**src/rtl/csr_irq_ctrl.sv**
```systemverilog
// csr_irq_ctrl: machine-mode CSR file and interrupt/trap sequencer for a
// single M-mode hart. Drives the PC redirect interface (pc_CSR, trap and
// return pulses, WFI hold/wake).
// Optional build macro: CSR_COUNTERS_EN adds the 64-bit mcycle/minstret
// counters, their read-only user aliases and the instr_retire input.
module csr_irq_ctrl #(
    parameter logic [31:0] MTVEC_BASE = 32'h0001_0000,
    parameter logic [31:0] HARTID     = 32'd0
) (
    input  logic        clk,
    input  logic        rst,
    input  logic        stall_CPU,
    input  logic        ext_irq,
    input  logic        tmr_irq,
    input  logic [31:0] ex_pc,
    input  logic        is_wfi,
    input  logic        is_mret,
    input  logic        csr_en,
    input  logic [1:0]  csr_op,
    input  logic [11:0] csr_addr,
    input  logic [31:0] csr_wdata,
`ifdef CSR_COUNTERS_EN
    input  logic        instr_retire,
`endif
    output logic [31:0] csr_rdata,
    output logic [31:0] pc_CSR,
    output logic        MEIP_en,
    output logic        MTIP_en,
    output logic        MEIP_end,
    output logic        MTIP_end,
    output logic        WFI_pc_en,
    output logic        WFI_out
);

    typedef enum logic [0:0] {S_RUN = 1'b0, S_SLEEP = 1'b1} state_e;

    state_e      state_q, state_d;
    logic        mie_q, mie_d;         // mstatus.MIE
    logic        mpie_q, mpie_d;       // mstatus.MPIE
    logic        meie_q, meie_d;       // mie.MEIE
    logic        mtie_q, mtie_d;       // mie.MTIE
    logic [31:0] mepc_q, mepc_d;
    logic [31:0] mcause_q, mcause_d;
    logic        cause_ext_q, cause_ext_d;  // current trap came from ext_irq
    logic [31:0] pc_q, pc_d;                // last driven redirect target

`ifdef CSR_COUNTERS_EN
    logic [63:0] mcycle_q, mcycle_d;
    logic [63:0] minstret_q, minstret_d;
`endif

    logic        pend_e, pend_t, take, do_mret, do_wfi, wake;
    logic        csr_we;
    logic [31:0] wr_val;

    // Interrupt qualification and the single action chosen this cycle
    always_comb begin
        pend_e  = ext_irq & meie_q;
        pend_t  = tmr_irq & mtie_q;
        take    = mie_q & (pend_e | pend_t) & ~stall_CPU & ~is_mret;
        do_mret = (state_q == S_RUN) & is_mret & ~stall_CPU;
        do_wfi  = (state_q == S_RUN) & ~take & ~do_mret & is_wfi & ~stall_CPU;
        // wake-up ignores both MIE and stall_CPU
        wake    = (state_q == S_SLEEP) & (pend_e | pend_t);
    end

    // Combinational CSR read mux (returns the pre-write value)
    always_comb begin
        csr_rdata = '0;
        case (csr_addr)
            12'h300: csr_rdata = {19'b0, 2'b11, 3'b0, mpie_q, 3'b0, mie_q, 3'b0};
            12'h304: csr_rdata = {20'b0, meie_q, 3'b0, mtie_q, 7'b0};
            12'h344: csr_rdata = {20'b0, ext_irq, 3'b0, tmr_irq, 7'b0};
            12'h305: csr_rdata = MTVEC_BASE;
            12'h341: csr_rdata = mepc_q;
            12'h342: csr_rdata = mcause_q;
            12'hF14: csr_rdata = HARTID;
`ifdef CSR_COUNTERS_EN
            12'hB00, 12'hC00: csr_rdata = mcycle_q[31:0];
            12'hB80, 12'hC80: csr_rdata = mcycle_q[63:32];
            12'hB02, 12'hC02: csr_rdata = minstret_q[31:0];
            12'hB82, 12'hC82: csr_rdata = minstret_q[63:32];
`endif
            default: csr_rdata = '0;
        endcase
    end

    // CSR instruction write value (RS/RC with zero operand still writes)
    always_comb begin
        csr_we = csr_en & ~stall_CPU & (csr_op != 2'b00);
        case (csr_op)
            2'b01:   wr_val = csr_wdata;
            2'b10:   wr_val = csr_rdata | csr_wdata;
            2'b11:   wr_val = csr_rdata & ~csr_wdata;
            default: wr_val = csr_rdata;
        endcase
    end

    // Redirect interface outputs and sleep FSM next state
    always_comb begin
        MEIP_en   = take & pend_e;
        MTIP_en   = take & ~pend_e;
        MEIP_end  = do_mret & cause_ext_q;
        MTIP_end  = do_mret & ~cause_ext_q;
        WFI_pc_en = (state_q == S_SLEEP) & ~wake;
        WFI_out   = wake;

        pc_CSR = pc_q;
        if (take)         pc_CSR = MTVEC_BASE;
        else if (do_mret) pc_CSR = mepc_q;
        pc_d = pc_CSR;

        state_d = state_q;
        if (do_wfi)    state_d = S_SLEEP;
        else if (wake) state_d = S_RUN;
    end

    // CSR next values: instruction write first, trap/MRET override it
    always_comb begin
        mie_d       = mie_q;
        mpie_d      = mpie_q;
        meie_d      = meie_q;
        mtie_d      = mtie_q;
        mepc_d      = mepc_q;
        mcause_d    = mcause_q;
        cause_ext_d = cause_ext_q;

        if (csr_we) begin
            case (csr_addr)
                12'h300: begin mie_d  = wr_val[3];  mpie_d = wr_val[7]; end
                12'h304: begin meie_d = wr_val[11]; mtie_d = wr_val[7]; end
                12'h341: mepc_d   = wr_val & ~32'h3;
                12'h342: mcause_d = wr_val;
                default: ;
            endcase
        end

        if (take) begin
            mepc_d      = ex_pc & ~32'h3;
            mcause_d    = pend_e ? {1'b1, 31'd11} : {1'b1, 31'd7};
            mpie_d      = mie_q;
            mie_d       = 1'b0;
            cause_ext_d = pend_e;
        end else if (do_mret) begin
            mie_d  = mpie_q;
            mpie_d = 1'b1;
        end
    end

`ifdef CSR_COUNTERS_EN
    // Counters: a write to either word suppresses that counter's increment
    always_comb begin
        mcycle_d   = mcycle_q;
        minstret_d = minstret_q;
        if (csr_we && csr_addr == 12'hB00)      mcycle_d[31:0]  = wr_val;
        else if (csr_we && csr_addr == 12'hB80) mcycle_d[63:32] = wr_val;
        else if (state_q != S_SLEEP)            mcycle_d = mcycle_q + 64'd1;
        if (csr_we && csr_addr == 12'hB02)      minstret_d[31:0]  = wr_val;
        else if (csr_we && csr_addr == 12'hB82) minstret_d[63:32] = wr_val;
        else if (instr_retire && !stall_CPU)    minstret_d = minstret_q + 64'd1;
    end

    // Counter registers
    always_ff @(posedge clk or posedge rst) begin
        if (rst) begin
            mcycle_q   <= '0;
            minstret_q <= '0;
        end else begin
            mcycle_q   <= mcycle_d;
            minstret_q <= minstret_d;
        end
    end
`endif

    // State and CSR registers
    always_ff @(posedge clk or posedge rst) begin
        if (rst) begin
            state_q     <= S_RUN;
            mie_q       <= 1'b0;
            mpie_q      <= 1'b0;
            meie_q      <= 1'b0;
            mtie_q      <= 1'b0;
            mepc_q      <= '0;
            mcause_q    <= '0;
            cause_ext_q <= 1'b0;
            pc_q        <= '0;
        end else begin
            state_q     <= state_d;
            mie_q       <= mie_d;
            mpie_q      <= mpie_d;
            meie_q      <= meie_d;
            mtie_q      <= mtie_d;
            mepc_q      <= mepc_d;
            mcause_q    <= mcause_d;
            cause_ext_q <= cause_ext_d;
            pc_q        <= pc_d;
        end
    end

endmodule

```
**config.mk**
```make
export PLATFORM = sky130hd
export DESIGN_NAME = csr_irq_ctrl
export DESIGN_NICKNAME = d
export VERILOG_FILES = /design/src/rtl/csr_irq_ctrl.sv
export SDC_FILE = /design/constraint.sdc
export NUM_CORES = 1
export LEC_CHECK = 0
export BUFFER_PORTS_ARGS = -buffer_cell sky130_fd_sc_hd__buf_2
export CORE_MARGIN = 10
export CORE_UTILIZATION = 51
export DETAILED_ROUTE_END_ITERATION = 6
export PLACE_DENSITY = 0.84
export SYNTH_ARGS = -nofsm -noshare
export SYNTH_HDL_FRONTEND = slang
export SYNTH_SLANG_ARGS = --single-unit
```
**constraint.sdc**
```tcl
create_clock -name clk -period 3.89 [get_ports clk]
set_input_delay 0.1945 -clock clk [delete_from_list [all_inputs] [get_ports clk]]
set_output_delay 0.1945 -clock clk [all_outputs]
set_load 0.01 [all_outputs]
```
==> results.md, run 1 <==
* CP max FO at 35
* Synth unique cells at 50
* CP max stage delay at 0.49 ns
* Synth Flop Type: dfrtp_1
* Die Wd at 124 um
* Slew headroom at 0.360
* Placed inst area at 6310 um2
* #FFs+latches synth at 100
* Post-synth EDFFs at 0
* Pwr Density at 470 nW/um2
* R2R cell count at 6
* Worst EP arrival at 2.85 ns
* Via count at 5364
* RSZ-0062 raised after global routing: false
* Total CTS buffers at 9
* Routability cong. at 0.907
* Outcome: finished with violations
* Cts repair resizes at 0
* Mapped Area at 5480 um2
* FP Rows at 37
* Net Sw Power at 1050 uW
* Cells after synthesis at 642
* FF-to-FF End: mepc_q[28]
* Req. time, crit path at 4.15 ns
* Number of global-route vias before repair at 5471
* Nets at 850
* DRT Pass-1 Iters at 5
* DRC violations left at 0
* CTS tree: done
* Total grt overflow at 0
* Post-CTS Setup Bufs at 0
* Area Growth Syn to Fin at 18.7%
* Avg Cell Area, Syn at 8.54 um2
* Reg clk slew, reported paths at 0.10 ns
* Gate power share at 0.289
* Post-synth top area share at 0.456
* WS Path Type: flip-flop to flip-flop
* Clock Power Share at 0.218
* Post-detail-place hpwl at 12100 um
* Net Sw Frac at 0.345
* Max-Cap Viols at 0
* Buffers on Ports at 153
* Layout cells sized above 1 at 0.256
* Reg2Reg Launch Point: meie_q
* Int Pwr at 2000 uW
* Final ANT Viol Nets at 0
* Slew Viols, Final at 0
* Fin crit period at 2.60 ns
* Hold Buf Count CTS at 0
* Critical Path Sink: mepc_q[28]
* Die Footprint at 15300 um2
* CP max stage cell: a22oi_1
* Final hold vios at 2
* Lkg Pwr at 0.00301 uW
* Total Routing Usage GR at 0.223
* Total core area at 10400 um2
* Post-synth ARST share at 1.00
* CTS Buffer Depth at 2
* Violated checks: hold timing
* Largest net degree at the start of global routing at 68
* Worst Hold Class: input pin to async pin
* Post-DR vias/cell at 5.92
* Clk root buf: clkbuf_8
* TritonCTS Sinks at 100
* Worst Tran Pin Value at 0.958 ns
* Worst-Skew Late Latency at 0.35 ns
* Routed wire length at 17400 um
* Synth area leader: dfrtp_1
* Non-filler cells in the finished layout at 906
* IO Count at 156
* Crit-path cells: a22oi_1 -> or2_1 -> buf_4 -> nand3_1 -> buf_4 -> o21ai_0
* CP dominant cell by count: buf_4
* Final setup TNS at 0 ns
* Syn Nets at 728
* Number of DRC markers in iteration 0 at 616
* Htree depth at 3
* FF-to-FF setup slack at 1.29 ns
* Final period util at 0.667
* First-pass GRT wire length at 27800 um
* Seq/Total Area, Yosys at 0.456
* CP Capture Type: flip-flop
* Fmax achieved at 385 MHz
* Initial antenna violation count at 1
* Effective utilization at floorplan at 0.526
* DIE HEIGHT at 124 um
* Post-DR wirelength/cell at 19.2 um
* Seq pwr share at 0.493
* Largest cells by area after synthesis: dfrtp_1 (46%), a22oi_1 (7.9%), o21ai_0 (7.7%)
* Max Clock Skew at 0.0123 ns
* YS warnings at 0
* Critical Path Source Type: flip-flop
* Final Instance Area at 6510 um2
* Worst Setup SP: meie_q
* Hold Slack at -0.00322 ns
* Worst ir drop on vdd at 0.251 mV
* Endpoints failing setup at 0
* Placed cells at 889
kinds of logic (layout without fill, tap and decap cells):
family | after synthesis | in the layout | synth area share
AND/OR/NAND/NOR | 218 | 218 | 0.195
multiplexers | 3 | 3 | 0.00571
other | 0 | 1 | 0
AO/OA/AOI/OAI | 228 | 228 | 0.245
buffers and inverters | 62 | 189 | 0.0484
XOR/XNOR | 31 | 31 | 0.0495
flip-flops | 100 | 100 | 0.456
placed cells by master, fill, tap and decap left out, types with 6 or more instances in the layout:
master,instances
nor2_1,36
nand3_1,10
xnor2_1,31
dfrtp_1,100
buf_4,13
o21ai_1,7
nor2b_1,33
inv_1,6
a21oi_1,61
nand2_1,100
buf_2,153
a22oi_1,58
o21ai_0,84
clkbuf_8,9
worst max-delay path: cells and delay by family, from the launching register on:
kind	cells	cell delay, ns
DFF	1	0.41
AOI/OAI and AO/OA	2	0.70
and+or+nand+nor	2	0.67
buffers and inverters	2	0.73
routing by layer:
layer	up-vias	GRT usage	wire (um)
met3	22	0.0606	1910
met1	2572	0.281	6890
met4	0	0.0582	267
met2	277	0.373	8290
met5	-	0	0
li1	2493	-	-
synth_stat cells, drive strengths merged (3+ instances only):
| master | instances |
|---|---|
| a22oi | 58 |
| and2 | 5 |
| nor2b | 35 |
| nand3 | 10 |
| inv | 7 |
| a31oi | 3 |
| nor3 | 4 |
| nor2 | 38 |
| buf | 21 |
| o21ai | 91 |
| xnor2 | 31 |
| and3 | 6 |
| nand2 | 100 |
| dfrtp | 100 |
| clkbuf | 34 |
| a21oi | 62 |
power by group through the flow:
| stage | clock network [uW] | registers [uW] | logic (uW) |
|---|---|---|---|
| after floorplan | 0 | 1460 | 585 |
| after global placement | 0 | 1510 | 859 |
| after detailed placement | 0 | 1520 | 891 |
| after CTS | 677 | 1500 | 894 |
| after global routing | 712 | 1540 | 992 |
| final | 668 | 1510 | 884 |
registers in the layout (all words and copies together) (netlist names):
register     count
cause_ext_q      1
mcause_q        32
meie_q           1
mepc_q          30
mie_q            1
mpie_q           1
mtie_q           1
pc_q            32
state_q          1
through the flow:
step | power, uW | worst slack [ns] | utilization
global route | 3240 | 1.08 | 0.625
CTS | 3070 | 1.29 | 0.625
global placement | 2370 | 1.42 | 0.606
floorplan | 2050 | 1.08 | -
detailed placement | 2410 | 1.32 | 0.606
finish | 3060 | 1.29 | 0.625
area by class of cell:
| cell class | count | area, um2 |
|---|---|---|
| tap | 136 | 170 |
| antenna | 1 | 2.50 |
| inverter | 7 | 28.8 |
| timing repair buffer | 166 | 863 |
| fill | 888 | 3910 |
| sequential | 100 | 2500 |
| clock inverter | 5 | 62.6 |
| multi-input combinational | 480 | 2750 |
| clock buffer | 11 | 131 |
worst min-delay path by stage:
stage                             from     endpoint  cells after the start
after global placement             rst     pc_q[31]                      2
after detailed placement           rst      state_q                      2
after CTS                          rst      pc_q[8]                      2
after floorplan           csr_wdata[0]  mcause_q[0]                      1
final                              rst      pc_q[0]                      2
after global routing               rst      pc_q[0]                      2
Note: power is estimated with default switching activity, not from simulation.
==> inputs of run 2 (changes only) <==
CORE_UTILIZATION = 48   (was 51)
PLACE_DENSITY = 0.83   (was 0.84)
clock period = 2.2 ns   (was 3.89 ns; I/O delays follow)
==> run 2 against run 1 <==
  * The run now ends clean
  * Die area rose by 5.2%
  * Hold slack improved by 0.014 ns
  * Sequential power rose by 76%
  * First-iteration DRC count rose by 3.9%
  * Critical path depth fell by 1
  * Clock-buffer cell count did not move
  * Register-to-register slack got worse by 1.1 ns
  * Cell count rose by 1.4%
  * Flip-flop and latch count did not move
  * Largest cell class unchanged
==> results.md, run 2 (synthesis gave the netlist of run 1 again) <==
* Htree depth at 3 (unchanged)
* CTS tree: done
* CP Capture Type: primary output
* Routability cong. at 0.901 (-0.66%)
* DRC violations left at 0 (unchanged)
* Layout cells sized above 1 at 0.267 (+0.0112)
* R2R cell count at 5 (-1)
* Pwr Density at 862 nW/um2 (+83%)
* First-pass GRT wire length at 28700 um (+3.6%)
* Max-Cap Viols at 0 (unchanged)
* Effective utilization at floorplan at 0.497 (-0.0293)
* Total Routing Usage GR at 0.216 (-0.00774)
* Post-DR wirelength/cell at 19.6 um (+2.1%)
* Req. time, crit path at 2.09 ns (-2.06 ns)
* CP max FO at 34 (-2.9%)
* Final core utilization at 0.610 (-0.0144)
* Worst Tran Pin Value at 1.00 ns (+0.0462 ns)
* Reg2Reg Launch Point: meie_q
* Worst EP arrival at 1.95 ns (-0.90 ns)
* Critical Path Sink: pc_CSR[16]
* Buffers on Ports at 153 (unchanged)
* Slew Viols, Final at 0 (unchanged)
* Die Wd at 127 um (+2.6%)
* Final hold vios at 0 (-2)
* Endpoints failing setup at 0 (unchanged)
* Post-detail-place hpwl at 12400 um (+2.9%)
* WS Path Type: flip-flop to primary output
* Clk root buf: clkbuf_16
* Largest net degree at the start of global routing at 101 (+49%)
* FF-to-FF setup slack at 0.19 ns (-1.10 ns)
* Worst ir drop on vdd at 0.417 mV (+66%)
* DIE HEIGHT at 127 um (+2.6%)
* Worst-Skew Late Latency at 0.34 ns (about the same)
* Worst Hold Class: input pin to flip-flop
* Post-DR vias/cell at 6.00 (+1.4%)
* Most common cell after layout, fill and taps aside: buf_2
* Hold_sp: ex_pc[7]
* Final setup TNS at 0 ns (unchanged)
* CTS Buffer Depth at 2 (unchanged)
* Hold Slack at 0.0110 ns (+0.0142 ns)
* Non-filler cells in the finished layout at 919 (+1.4%)
* Total CTS buffers at 9 (unchanged)
* Worst Setup SP: meie_q
* Commonest non-fill, non-tap cells in the layout: buf_2 (153), nand2_1 (100), dfrtp_1 (100)
* Die Footprint at 16100 um2 (+5.2%)
* Nets at 859 (+1.1%)
* Final ANT Viol Nets at 0 (unchanged)
* RSZ-0062 raised after global routing: false
* TritonCTS Sinks at 100 (unchanged)
* FP Rows at 38 (+2.7%)
* Placed cells at 901 (+1.3%)
* Slew headroom at 0.329 (-0.0309)
* Top flop regs: mcause_q (32), pc_q (32), mepc_q (30)
* IO Count at 156 (unchanged)
* Initial antenna violation count at 2 (+1)
* Critical Path Source Type: flip-flop
* Routed wire length at 18000 um (+3.6%)
* Area Growth Syn to Fin at 22.8%
* Number of DRC markers in iteration 0 at 640 (+3.9%)
* Max Clock Skew at 0.00597 ns (-0.00630 ns)
* Lkg Pwr at 0.00313 uW (+3.8%)
* Total grt overflow at 0 (unchanged)
* Fmax achieved at 485 MHz
* Via count at 5516 (+2.8%)
* Fin crit period at 2.06 ns
* Final period util at 0.937
* Total core area at 11000 um2 (+5.9%)
* Pwr Total at 5810 uW (+90%)
* DRT Pass-1 Iters at 6 (+1)
* Reg clk slew, reported paths at 0.07 ns (-0.03 ns)
* Number of global-route vias before repair at 5598 (+2.3%)
* FF-to-FF End: mepc_q[14]
* Outcome: finished, final reports clean
## run 2: cell types whose count changed in the layout (fill, tap and decap cells not counted), sizes merged
| cell | delta |
|---|---|
| buf | +8 |
| inv | -1 |
| clkinv | +3 |
| bufinv | -1 |
| dlygate4sd3 | +1 |
| clkinvlp | -1 |
## run 2: what timing repair did
action / in CTS / in global routing
hold buffers: 1 / 0
endpoints found under the setup margin: 4 / 3
buffers inserted: 0 / 0
hold endpoints to repair: 100 / 0
gates resized for setup: 2 / 1
cloned: 0 / 0
## run 2: per-stage QoR
step,instance area [um2],worst slack [ns]
after floorplan,5490,0.463
after detailed placement,6420,0.0775
after CTS,6730,0.0628
after global placement,6420,0.226
final,6730,0.138
after global routing,6730,0.0147
## run 2: worst max-delay path, cell delays in order, from the launching register on
cell,delay [ns]
dfrtp_1,0.41
a22oi_2,0.35
or2_1,0.19
buf_6,0.27
nand3_1,0.19
buf_2,0.19
## run 2: area by class of cell
cell class | count | area (um2)
multi-input cells | 480 | 2760
inverters | 7 | 30.0
repair buffers | 175 | 975
clock inverters | 5 | 36.3
well taps | 140 | 175
diodes | 1 | 2.50
fillers | 953 | 4300
clock buffers | 11 | 253
flip-flops and latches | 100 | 2500
## run 2: where the power goes
| group | switching (uW) | internal [uW] | leakage, uW | total, uW |
|---|---|---|---|---|
| clock | 701 | 832 | 0.000145 | 1530 |
| combinational | 923 | 690 | 0.00169 | 1610 |
| sequential | 315 | 2350 | 0.00129 | 2660 |
## run 2: how the worst min path moves through the flow
stage | to | slack (ns) | cells past startpoint
6_report | mepc_q[7] | 0.01 | 3
5_1_grt | mcause_q[1] | 0.02 | 2
4_1_cts | mepc_q[7] | 0.008 | 3
3_5_place_dp | state_q | 0.31 | 3
3_3_place_gp | pc_q[2] | 0.30 | 3
2_1_floorplan | mcause_q[0] | 0.26 | 1
## run 2: per-layer routing
metal / track usage / part of all wire / vias up
met4: 0.0904 / 0.028 / 2
met5: 0 / 0.00044 / -
met2: 0.360 / 0.48 / 313
met3: 0.0541 / 0.093 / 47
met1: 0.259 / 0.40 / 2640
li1: - / - / 2514
==> inputs of run 3 (changes only) <==
CORE_UTILIZATION = 45   (was 48)
PLACE_DENSITY = 0.79   (was 0.83)
==> run 3 against run 2 <==
  * Core utilization shrank 3.7 points
  * Flip-flop and latch count is the same
  * Non-clock buffer count grew 12
  * Register-to-register slack gained 0.05 ns
  * Clock-buffer cell count grew 1
  * Critical path type unchanged
  * Critical endpoint is now MTIP_en
==> results.md, run 3 (synthesis gave the netlist of run 1 again) <==
* Outcome: finished, final reports clean
* DRC violations left at 0 (unchanged)
* Die Footprint at 17000 um2 (+5.6%)
* Worst EP arrival at 2.02 ns (+0.07 ns)
* Reg2Reg Launch Point: mie_q
* Final hold vios at 0 (unchanged)
* Area Growth Syn to Fin at 25.1%
* Net Sw Power at 1910 uW (-1.3%)
* FF-to-FF End: mepc_q[19]
* FF/Latch Area at 2500 um2 (unchanged)
* Worst-Skew Late Latency at 0.35 ns (about the same)
* Endpoints failing setup at 0 (unchanged)
* Post-DR vias/cell at 5.70 (-5.0%)
* Layout cells sized above 1 at 0.267 (about the same)
* CP Capture Type: primary output
* WS Path Type: flip-flop to primary output
* CTS tree: done
* Post-DR wirelength/cell at 18.7 um (-4.3%)
* FP Rows at 40 (+5.3%)
* Final core utilization at 0.574 (-0.0368)
* Clk root buf: clkbuf_16
* Slew Viols, Final at 0 (unchanged)
* Initial antenna violation count at 1 (-1)
* CTS Buffer Depth at 2 (unchanged)
* Seq pwr share at 0.457 (about the same)
* Reg clk slew, reported paths at 0.07 ns (about the same)
* Int Pwr at 3910 uW (+1.1%)
* FF-to-FF setup slack at 0.24 ns (+0.05 ns)
* Pwr Total at 5820 uW (+0.30%)
* DIE HEIGHT at 130 um (+2.8%)
* Hold_sp: ex_pc[20]
* Worst Hold Class: input pin to flip-flop
* Hold path depth at 3 (unchanged)
* Worst Tran Pin Value at 0.997 ns (-0.00739 ns)
* Total Routing Usage GR at 0.205 (-0.0104)
* Via count at 5355 (-2.9%)
* Slew headroom at 0.334 (+0.00494)
* Buffers on Ports at 153 (unchanged)
* Commonest non-fill, non-tap cells in the layout: buf_2 (153), nand2_1 (100), dfrtp_1 (100)
* Most common cell after layout, fill and taps aside: buf_2
* Nets at 871 (+1.4%)
* Total CTS buffers at 9 (unchanged)
* Number of DRC markers in iteration 0 at 404 (-37%)
* Fin crit period at 2.13 ns (+0.0702 ns)
* Max-Cap Viols at 0 (unchanged)
* Net Sw Frac at 0.328 (-0.00534)
* Htree depth at 3 (unchanged)
* Pwr Density at 849 nW/um2 (-1.6%)
* Hold path endpoint: mepc_q[20]
* Total grt overflow at 0 (unchanged)
* Number of global-route vias before repair at 5304 (-5.3%)
* Final period util at 0.969 (+0.0319)
* Gate power share at 0.274 (-0.004)
* Area of the multi-input gates at 2760 um2 (unchanged)
* Lkg Pwr at 0.00317 uW (+1.3%)
* Max Clock Skew at 0.00581 ns (-0.000155 ns)
* DRT Pass-1 Iters at 6 (unchanged)
* Largest net degree at the start of global routing at 101 (unchanged)
* Final ANT Viol Nets at 0 (unchanged)
* First-pass GRT wire length at 27600 um (-3.8%)
* Req. time, crit path at 2.09 ns (about the same)
* Die Wd at 130 um (+2.8%)
* Fmax achieved at 469 MHz (-3.3%)
* Post-detail-place hpwl at 12200 um (-2.0%)
* CP max FO at 33 (-2.9%)
* TritonCTS Sinks at 100 (unchanged)
* IO Count at 156 (unchanged)
* Clock Power Share at 0.270 (+0.006)
* Fillers at 1078 (+13%)
* Critical Path Source Type: flip-flop
* Worst ir drop on vdd at 0.616 mV (+48%)
* Total core area at 12000 um2 (+8.4%)
* Top flop regs: mcause_q (32), pc_q (32), mepc_q (30)
* Routability cong. at 0.859 (-4.7%)
* Routed wire length at 17600 um (-2.2%)
* Post-CTS Setup Bufs at 0 (unchanged)
* Effective utilization at floorplan at 0.458 (-0.0387)
* R2R cell count at 5 (unchanged)
run 3: worst max-delay path: stages, from the launching register on:
cell	delay, ns
dfrtp_1	0.41
or3b_1	0.43
nor2_4	0.22
buf_12	0.23
nand2_1	0.10
inv_1	0.13
buf_2	0.16
run 3: area by class of cell:
class / instances / area share
Sequential cell: 100 / 0.365
Antenna cell: 2 / 0.000729
Multi-Input combinational cell: 480 / 0.402
Clock buffer: 12 / 0.0388
Tap cell: 147 / 0.0268
Timing Repair Buffer: 187 / 0.158
Inverter: 7 / 0.00438
Clock inverter: 4 / 0.00474
run 3: worst max path at each step:
stage | slack [ns] | to | startpoint | cells past startpoint
floorplan | 0.46 | mepc_q[7] | mie_q | 7
global placement | 0.26 | mepc_q[23] | mie_q | 5
detailed placement | 0.18 | mepc_q[31] | meie_q | 5
CTS | 0.02 | pc_CSR[13] | mie_q | 5
global route | -0.007 | MTIP_en | mie_q | 6
finish | 0.07 | MTIP_en | mie_q | 6
run 3: power by group through the flow:
stage	clock network, uW	registers, uW	logic, uW
floorplan	0	2590	1030
global placement	0	2670	1530
detailed placement	0	2690	1580
CTS	1610	2660	1600
global route	1680	2720	1800
finish	1570	2660	1590
run 3: per-layer routing:
metal,global-route usage,wire length (um),up-vias
met4,0.0634,269,0
met5,0,0,-
li1,-,-,2530
met1,0.257,7440,2568
met3,0.0588,1530,18
met2,0.336,8350,239
run 3: metrics by stage:
step / setup slack (ns) / setup TNS [ns] / instance area (um2) / hold WS, ns / std cells
finish: 0.0681 / 0 / 6860 / 0.00666 / 939
floorplan: 0.463 / 0 / 5490 / 0.256 / 642
global route: -0.00747 / -0.00747 / 6860 / 0.00698 / 937
detailed placement: 0.179 / 0 / 6420 / 0.310 / 910
global placement: 0.264 / 0 / 6420 / 0.313 / 910
CTS: 0.0210 / 0 / 6830 / 0.000274 / 936
run 3: what timing repair did:
action                     4_1_cts  5_1_grt
gates resized for setup          2        6
hold buffers                    10        1
hold endpoints to repair       109        1
setup endpoints to repair        5       21
pin swaps                        0        0
